===== src/rtl/sevseg_bus_if.sv =====
// Register bus between the core and the seven-segment scan controller.
// Single-cycle write strobe; reads answer one cycle later with rd_valid.
interface sevseg_bus_if;
  logic        wr_en;
  logic        rd_en;
  logic [1:0]  addr;
  logic [15:0] wr_data;
  logic [15:0] rd_data;
  logic        rd_valid;

  modport master (
    output wr_en, rd_en, addr, wr_data,
    input  rd_data, rd_valid
  );

  modport slave (
    input  wr_en, rd_en, addr, wr_data,
    output rd_data, rd_valid
  );
endinterface


===== src/rtl/sevseg_scan_ctrl.sv =====
// 4-digit seven-segment scan controller.
// Register-mapped display state, dwell/blank scan FSM, registered pins.
module sevseg_scan_ctrl #(
  parameter int unsigned DIGIT_CYCLES   = 50000,
  parameter int unsigned BLANK_CYCLES   = 1000,
  parameter bit          SEG_ACTIVE_LOW = 1'b1,
  parameter bit          SEL_ACTIVE_LOW = 1'b1
) (
  input  logic         clk,
  input  logic         rst,
  sevseg_bus_if.slave  bus,
  output logic [6:0]   segments,
  output logic [3:0]   select
);

  localparam int unsigned CMAX =
    (DIGIT_CYCLES > BLANK_CYCLES) ?
    DIGIT_CYCLES : BLANK_CYCLES;
  localparam int unsigned CW =
    (CMAX > 1) ? $clog2(CMAX) : 1;
  localparam int unsigned BL =
    (BLANK_CYCLES > 0) ? BLANK_CYCLES - 1 : 0;
  localparam logic [CW-1:0] DLAST =
    CW'(DIGIT_CYCLES - 1);
  localparam logic [CW-1:0] BLAST = CW'(BL);
  localparam logic [6:0] SEG_OFF =
    SEG_ACTIVE_LOW ? 7'h7F : 7'h00;
  localparam logic [3:0] SEL_OFF =
    SEL_ACTIVE_LOW ? 4'hF : 4'h0;

  typedef enum logic {
    SHOW,
    BLANK
  } state_e;

  state_e        state_q, state_d;
  logic [1:0]    digit_q, digit_d;
  logic [CW-1:0] cnt_q, cnt_d;
  logic [15:0]   value_q, value_d;
  logic [4:0]    ctrl_q, ctrl_d;
  logic [15:0]   raw01_q, raw01_d;
  logic [15:0]   raw23_q, raw23_d;
  logic [15:0]   rd_data_q, rd_data_d;
  logic          rd_valid_q, rd_valid_d;
  logic [6:0]    seg_q, seg_d;
  logic [3:0]    sel_q, sel_d;

  logic [15:0]   rd_word;
  logic [3:0]    nib;
  logic [6:0]    raw_fld;
  logic [6:0]    seg_on;

  function automatic logic [6:0] hex7(
    input logic [3:0] n
  );
    logic [6:0] s;
    case (n)
      4'h0: s = 7'h3F;
      4'h1: s = 7'h06;
      4'h2: s = 7'h5B;
      4'h3: s = 7'h4F;
      4'h4: s = 7'h66;
      4'h5: s = 7'h6D;
      4'h6: s = 7'h7D;
      4'h7: s = 7'h07;
      4'h8: s = 7'h7F;
      4'h9: s = 7'h6F;
      4'hA: s = 7'h77;
      4'hB: s = 7'h7C;
      4'hC: s = 7'h39;
      4'hD: s = 7'h5E;
      4'hE: s = 7'h79;
      default: s = 7'h71;
    endcase
    return s;
  endfunction

  // Scan sequencing
  always_comb begin
    state_d = state_q;
    digit_d = digit_q;
    cnt_d   = cnt_q + 1'b1;
    unique case (state_q)
      SHOW: begin
        if (cnt_q == DLAST) begin
          cnt_d = '0;
          if (BLANK_CYCLES == 0) begin
            digit_d = digit_q + 2'd1;
          end else begin
            state_d = BLANK;
          end
        end
      end
      BLANK: begin
        if (cnt_q == BLAST) begin
          cnt_d   = '0;
          state_d = SHOW;
          digit_d = digit_q + 2'd1;
        end
      end
      default: state_d = SHOW;
    endcase
  end

  always_comb begin
    value_d = value_q;
    ctrl_d  = ctrl_q;
    raw01_d = raw01_q;
    raw23_d = raw23_q;
    if (bus.wr_en) begin
      case (bus.addr)
        2'd0: value_d = bus.wr_data;
        2'd1: ctrl_d  = bus.wr_data[4:0];
        2'd2: raw01_d = bus.wr_data & 16'h7F7F;
        default:
          raw23_d = bus.wr_data & 16'h7F7F;
      endcase
    end
  end

  always_comb begin
    case (bus.addr)
      2'd0:    rd_word = value_q;
      2'd1:    rd_word = {11'd0, ctrl_q};
      2'd2:    rd_word = raw01_q;
      default: rd_word = raw23_q;
    endcase
    rd_valid_d = bus.rd_en;
    rd_data_d  = bus.rd_en ? rd_word : rd_data_q;
  end

  always_comb begin
    nib = value_q[{digit_q, 2'b00} +: 4];
    case (digit_q)
      2'd0:    raw_fld = raw01_q[6:0];
      2'd1:    raw_fld = raw01_q[14:8];
      2'd2:    raw_fld = raw23_q[6:0];
      default: raw_fld = raw23_q[14:8];
    endcase
    seg_on = ctrl_q[4] ? raw_fld : hex7(nib);
    seg_d  = SEG_OFF;
    sel_d  = SEL_OFF;
    // Masked digits still burn their slot
    if (state_q == SHOW && ctrl_q[digit_q]) begin
      seg_d = SEG_ACTIVE_LOW ? ~seg_on : seg_on;
      sel_d = 4'b0001 << digit_q;
      if (SEL_ACTIVE_LOW) sel_d = ~sel_d;
    end
  end

  always_ff @(posedge clk) begin
    if (rst) begin
      state_q    <= SHOW;
      digit_q    <= 2'd0;
      cnt_q      <= '0;
      value_q    <= 16'h0000;
      ctrl_q     <= 5'h0F;
      raw01_q    <= 16'h0000;
      raw23_q    <= 16'h0000;
      rd_data_q  <= 16'h0000;
      rd_valid_q <= 1'b0;
      seg_q      <= SEG_OFF;
      sel_q      <= SEL_OFF;
    end else begin
      state_q    <= state_d;
      digit_q    <= digit_d;
      cnt_q      <= cnt_d;
      value_q    <= value_d;
      ctrl_q     <= ctrl_d;
      raw01_q    <= raw01_d;
      raw23_q    <= raw23_d;
      rd_data_q  <= rd_data_d;
      rd_valid_q <= rd_valid_d;
      seg_q      <= seg_d;
      sel_q      <= sel_d;
    end
  end

  assign bus.rd_data  = rd_data_q;
  assign bus.rd_valid = rd_valid_q;
  assign segments     = seg_q;
  assign select       = sel_q;

endmodule


===== src/flat_wrapper.sv =====
// flat-port wrapper written by rule: the top's interface ports become plain ports
module sevseg_scan_ctrl_flat 
#(
  parameter int unsigned DIGIT_CYCLES   = 50000,
  parameter int unsigned BLANK_CYCLES   = 1000,
  parameter bit          SEG_ACTIVE_LOW = 1'b1,
  parameter bit          SEL_ACTIVE_LOW = 1'b1
)
  (clk, rst, segments, select, bus_wr_en, bus_rd_en, bus_addr, bus_wr_data, bus_rd_data, bus_rd_valid);
  sevseg_bus_if bus_i ();
  input  logic clk;
  input  logic rst;
  output logic [6:0] segments;
  output logic [3:0] select;
  input wire logic [$bits(bus_i.wr_en)-1:0] bus_wr_en;
  input wire logic [$bits(bus_i.rd_en)-1:0] bus_rd_en;
  input wire logic [$bits(bus_i.addr)-1:0] bus_addr;
  input wire logic [$bits(bus_i.wr_data)-1:0] bus_wr_data;
  output wire logic [$bits(bus_i.rd_data)-1:0] bus_rd_data;
  output wire logic [$bits(bus_i.rd_valid)-1:0] bus_rd_valid;
  assign bus_i.wr_en = bus_wr_en;
  assign bus_i.rd_en = bus_rd_en;
  assign bus_i.addr = bus_addr;
  assign bus_i.wr_data = bus_wr_data;
  assign bus_rd_data = bus_i.rd_data;
  assign bus_rd_valid = bus_i.rd_valid;
  sevseg_scan_ctrl #(.DIGIT_CYCLES(DIGIT_CYCLES), .BLANK_CYCLES(BLANK_CYCLES), .SEG_ACTIVE_LOW(SEG_ACTIVE_LOW), .SEL_ACTIVE_LOW(SEL_ACTIVE_LOW)) u_core (.clk(clk), .rst(rst), .bus(bus_i), .segments(segments), .select(select));
endmodule

===== config.mk =====
export PLATFORM = sky130hd
export DESIGN_NAME = sevseg_scan_ctrl_flat
export DESIGN_NICKNAME = d
export VERILOG_FILES = /design/src/rtl/sevseg_bus_if.sv /design/src/rtl/sevseg_scan_ctrl.sv /design/src/flat_wrapper.sv
export SDC_FILE = /design/constraint.sdc
export NUM_CORES = 1
export LEC_CHECK = 0
export BUFFER_PORTS_ARGS = -buffer_cell sky130_fd_sc_hd__buf_4
export CAP_MARGIN = 25
export CORE_ASPECT_RATIO = 0.9
export CORE_UTILIZATION = 30
export DETAILED_ROUTE_END_ITERATION = 8
export SYNTH_ARGS = -nofsm -noshare
export SYNTH_HDL_FRONTEND = slang
export SYNTH_SLANG_ARGS = --single-unit

===== constraint.sdc =====
create_clock -name clk -period 3.1 [get_ports clk]
set_input_delay 0.31 -clock clk [delete_from_list [all_inputs] [get_ports clk]]
set_output_delay 0.31 -clock clk [all_outputs]
set_load 0.01 [all_outputs]

==> results of run 1 <==
==> layer usage <==
metal	GRT usage [%]	up-vias	wire, um
met4	5.29	0	182
met5	0	-	0
met1	23.0	1872	6000
li1	-	1867	-
met2	23.5	108	5300
met3	3.09	15	623
==> report_power, final <==
group | internal (mW) | switching (mW)
logic | 0.106 | 0.130
registers | 1.28 | 0.0393
clock network | 0.568 | 0.524
total | 1.95 | 0.693
==> area by class of cell <==
type / instances / share of cell area (%)
multi-input cells: 365 / 44.7
inverters: 17 / 1.21
well taps: 198 / 4.68
repair buffers: 53 / 7.52
flip-flops and latches: 96 / 36.3
clock inverters: 7 / 1.30
clock buffers: 9 / 4.26
==> state kept, by name, summed over array words and instances, names as in the netlist, 2 cells and up <==
register	count
u_core.value_q	16
u_core.cnt_q	16
u_core.raw23_q	14
u_core.select	4
u_core.bus.rd_data	16
u_core.raw01_q	14
u_core.ctrl_q	5
u_core.segments	7
u_core.digit_q	2
==> how the worst min path moves through the flow <==
| stage | from | end | slack, ns | depth (start not counted) |
|---|---|---|---|---|
| 3_5_place_dp | u_core.raw01_q[3] | u_core.raw01_q[3] | 0.47 | 2 |
| 5_1_grt | bus_wr_data[10] | u_core.raw23_q[10] | 0.21 | 3 |
| 4_1_cts | bus_wr_data[15] | u_core.value_q[15] | 0.20 | 3 |
| 2_1_floorplan | u_core.value_q[4] | u_core.value_q[4] | 0.44 | 2 |
| 6_report | bus_wr_data[15] | u_core.value_q[15] | 0.21 | 3 |
| 3_3_place_gp | u_core.raw23_q[2] | u_core.raw23_q[2] | 0.46 | 2 |
==> cell families after synthesis <==
family / count (synthesis) / share of synthesized area, %
flip-flops: 96 / 42.7
multiplexers: 29 / 9.81
buffers and inverters: 55 / 4.78
XOR/XNOR: 15 / 2.92
adder cells (fa/ha/maj): 12 / 3.34
AO/OA/AOI/OAI: 105 / 14.7
AND/OR/NAND/NOR: 204 / 21.8
==> placed cells by master, fill, tap and decap left out, drive strengths merged, types with 4 or more instances in the layout <==
master	instances
a222oi	7
inv	20
clkbuf	9
buf	53
a21oi	49
mux2i	7
xor2	6
a22oi	9
o21ai	14
nor2	30
nand4	7
dfxtp	96
xnor2	9
mux4	11
a211o	5
mux2	11
nor3	15
nand3	10
nor2b	13
clkinv	4
a211oi	12
nand2	101
ha	12
==> tightest hold or removal path: stages <==
cell     delay, ns
buf_4         0.11
nand2_1       0.05
a21oi_1       0.05
==> run metrics, run 1 <==
status=finished, final reports clean; crit path launch type=flop; post-synth top area share=a little over two fifths; Worst Clk Skew=~0.015 ns; clk_lat worst skew=between 0.3 and 0.4 ns; root cell of the clock tree=clkbuf_16; fraction of layout cells with a size suffix above 1=17.9%; # IOs=50; Die ar.=15,500 um^2; Min-Delay Path Class=input pin to flop; Routed Antenna Nets=0; CP cell instances=mux4_2, inv_1, ha_1, nor2_1, a2111oi_0, o31ai_1; pre-CTS setup slack=a little under 0.9 ns; Yosys warnings=0; Synth area leaders=dfxtp_1 43%, nand2_1 8.3%, mux4_2 5.5%; DP Area=approximately 5000 um^2; reg2reg end=u_core.segments[3]; VDD IR max=around 0.00026 V; CTS Sinks=96; Mapped Cells=516; Top delay family on crit path=multiplexers; worst reg2reg path depth=6; multi-input logic area=2360 um^2; Mapped Area=4500 um^2; drt total wl=roughly 12,000 um; Post-synth top cells=100 x nand2_1, 96 x dfxtp_1, 49 x a21oi_1; CP bufs+invs=1; Detailed Routing Iterations Pass 1=8; CTS tree=done; vias in the first global route=3,517; asr flop ratio synth=0%; total global routing overflow=0; Post-Layout Cell Count=~750; most frequent cell after synthesis=nand2_1; Critical Path Start=u_core.digit_q[1]; CTS Hold Bufs=0; pin count of the biggest net entering global routing=72; post-cts resize count=0; Core Util, Final=36.1%; Seq/Total Area, Yosys=42.7%; num rows=42; max_cap viols=0; RSZ-0062 raised after global routing=false; final worst slack=~0.82 ns; Synthesized Nets=between 500 and 600; CTS max path bufs=2; syn avg cell area=~8.7 um^2; Worst-path clk slew=about 0.07 ns; count of pins over their slew limit=0; Hold WS=0.207 ns; Final HPWL DP=8710 um; Slew @ Worst Pin=between 0.7 and 0.8 ns; Die X=131 um; slowest stage cell, crit path=mux4_2; Distinct cells, synth=55; RR Startpoint=u_core.digit_q[1]; Post-synth EDFFs=0; Crit. End Element=flop; die height=118 um; Slew HR=49.6%; Reg2Reg Setup Slack=0.82 ns; H-tree levels=3; Setup Buffers After CTS=0; Power Dens Cells=500 nW/um^2; TNS Setup=0 ns; first-pass GRT wire length=19,300 um; placed insts=729; initial DRC count=419; CP Max Fanout=10; WL per Instance=16.2 um; CP endpoint=u_core.segments[3]; Setup Viol. Count Final=0; CP max stage delay=0.64 ns; fin nets=576; Area Overhead vs Synth=17.5%; antenna cells=0; fill count=1,494; initial antenna violation count=0; final hold vios=0; P_leak=1.93 nW; period utilization=73.4%; register area=1920 um^2; Worst EP required=3.29 ns; Starting Density=between 30% and 40%; Max Clk Rate=439 MHz; Tot GR Track Use=15.9%; DRC=0; core area=14,700 um^2; Arr. time, crit path=2.47 ns; routability cong.=0.857; Yosys top cell by area=dfxtp_1; Finished Cell Area=roughly 5300 um^2; minimum clock period=2.28 ns; DR vias/cell=between 5 and 6; via count=3,862; Critical Path Stages=6; PortBufs=between 40 and 50; Final Power=2.65 mW; ys flop type=dfxtp_1; CTS buffer count=9; Seq cells post-synth=96; critical path class=flop to flop
No activity file was read; power rests on OpenSTA's default activity.
==> run 2, diff against run 1 <==
==> constraint.sdc (replaced) <==
create_clock -name clk -period 2.2 [get_ports clk]
set_input_delay 0.22 -clock clk [delete_from_list [all_inputs] [get_ports clk]]
set_output_delay 0.22 -clock clk [all_outputs]
set_load 0.01 [all_outputs]
==> run metrics, run 2 (synthesis gave the netlist of run 1 again) <==
worst reg2reg path depth=7 (+1); Final HPWL DP=8870 um (+1.8%); CP max stage delay=0.60 ns (-0.04 ns); VDD IR max=0.000415 V (+58%); Worst EP required=2.41 ns (-0.88 ns); max_cap viols=0 (unchanged); CTS Sinks=96 (unchanged); fill count=1,497 (+0.20%); RR Startpoint=u_core.digit_q[1]; minimum clock period=2.02 ns (-0.254 ns); CP Max Fanout=5 (-5); Tot GR Track Use=16.3% (+0.38 points); Area Overhead vs Synth=19.2%; Detailed Routing Iterations Pass 1=5 (-3); Max Clk Rate=495 MHz (+13%); Starting Density=30.7% (unchanged); Critical Path Start=u_core.digit_q[1]; cell mode on critical path=inv_1; multi-input logic area=2370 um^2 (about the same); CTS buffer count=9 (unchanged); Worst Clk Skew=0.00888 ns (-0.00632 ns); antenna cells=0 (unchanged); initial antenna violation count=0 (unchanged); CP bufs+invs=2 (+1); CTS tree=done; vias in the first global route=3,579 (+1.8%); DR vias/cell=5.07 (-2.1%); PortBufs=49 (unchanged); total global routing overflow=0 (unchanged); core area=14,700 um^2 (unchanged); period utilization=91.9% (+18 points); Final Power=3.81 mW (+44%); most frequent cells in the layout=100 x nand2_1, 95 x dfxtp_1, 60 x buf_4, 49 x a21oi_1, 30 x nor2_1; count of pins over their slew limit=0 (unchanged); Arr. time, crit path=2.23 ns (-0.24 ns); P_leak=1.97 nW (+2.2%); first-pass GRT wire length=19,700 um (+2.4%); Die X=131 um (unchanged); Die ar.=15,500 um^2 (unchanged); root cell of the clock tree=clkbuf_16; fin nets=583 (+1.2%); Worst-path clk slew=0.07 ns (about the same); via count=3,815 (-1.2%); worst hold path cell count=3 (unchanged); drt total wl=12,200 um (+0.51%); initial DRC count=392 (-6.4%); crit path launch type=flop; CTS max path bufs=2 (unchanged); Crit. End Element=flop; DRC=0 (unchanged); RSZ-0062 raised after global routing=false; Top delay family on crit path=multiplexers; CP cell instances=mux4_2, inv_1, ha_1, inv_1, mux2_1, o21ai_1, o211ai_1; Min-Delay Path Class=input pin to flop; WL per Instance=16.2 um (-0.42%); Slew @ Worst Pin=0.739 ns (-0.0177 ns); H-tree levels=3 (unchanged); Worst Min Path Start=bus_wr_data[15]; die height=118 um (unchanged); Power Dens Cells=710 nW/um^2 (+42%); CTS Hold Bufs=0 (unchanged); final hold vios=0 (unchanged); Slew HR=50.7% (+1.2 points); routability cong.=0.873 (+2.0%); status=finished, final reports clean; # IOs=50 (unchanged); critical path class=flop to flop; pin count of the biggest net entering global routing=72 (unchanged); Critical Path Stages=7 (+1); TNS Setup=0 ns (unchanged); slowest stage cell, crit path=mux4_2; clk_lat worst skew=0.35 ns (about the same); register area=1920 um^2 (about the same); Routed Antenna Nets=0 (unchanged); num rows=42 (unchanged); fraction of layout cells with a size suffix above 1=19.1% (+1.2 points); most common cell after layout, fill and taps aside=nand2_1; Setup Viol. Count Final=0 (unchanged)
[run 2: worst min-delay path, delay by kind of cell]
kind	cells	cell delay, ns
buf+inv	1	0.11
simple gates	1	0.05
compound gates	1	0.05
[run 2: where the power goes]
group          switching [mW]  internal, mW  total (mW)
Combinational           0.185         0.152       0.337
Sequential             0.0550          1.80        1.86
Clock                   0.714         0.904        1.62
[run 2: routing by layer]
metal	GRT usage, %	share of wire [%]	up-vias
li1	-	-	1875
met1	22.7	48	1806
met2	24.2	43	126
met3	5.32	7.5	8
met4	3.75	0.92	0
met5	0	0	-
[run 2: final timing paths]
path                                         endpoint  slack (ns)
worst max-delay path               u_core.segments[4]        0.18
worst min-delay path               u_core.value_q[15]        0.12
worst max register to register     u_core.segments[4]        0.18
worst min register to register  u_core.bus.rd_data[7]        0.47
[run 2: repair_timing]
item | 4_1_cts | 5_1_grt
gates resized for setup | 0 | 2
setup endpoints to repair | 0 | 1
buffers inserted | 0 | 0
[run 2: area by class of cell]
| class | instances | area share [%] |
|---|---|---|
| Sequential cell | 96 | 35.8 |
| Tap cell | 198 | 4.62 |
| Multi-Input combinational cell | 365 | 44.1 |
| Inverter | 17 | 1.19 |
| Timing Repair Buffer | 60 | 8.40 |
| Clock inverter | 7 | 1.66 |
| Clock buffer | 9 | 4.20 |
[run 2: per-stage QoR]
stage / instances / util (%) / hold slack (ns) / setup WS, ns / instance area [um^2]
detailed placement: 736 / 34.4 / 0.463 / 0.175 / 5050
global placement: 736 / 34.4 / 0.463 / 0.214 / 5050
floorplan: 516 / - / 0.356 / 0.174 / 4500
finish: 752 / 36.6 / 0.118 / 0.178 / 5370
global route: 752 / 36.6 / 0.115 / 0.0117 / 5370
CTS: 752 / 36.6 / 0.112 / 0.165 / 5360
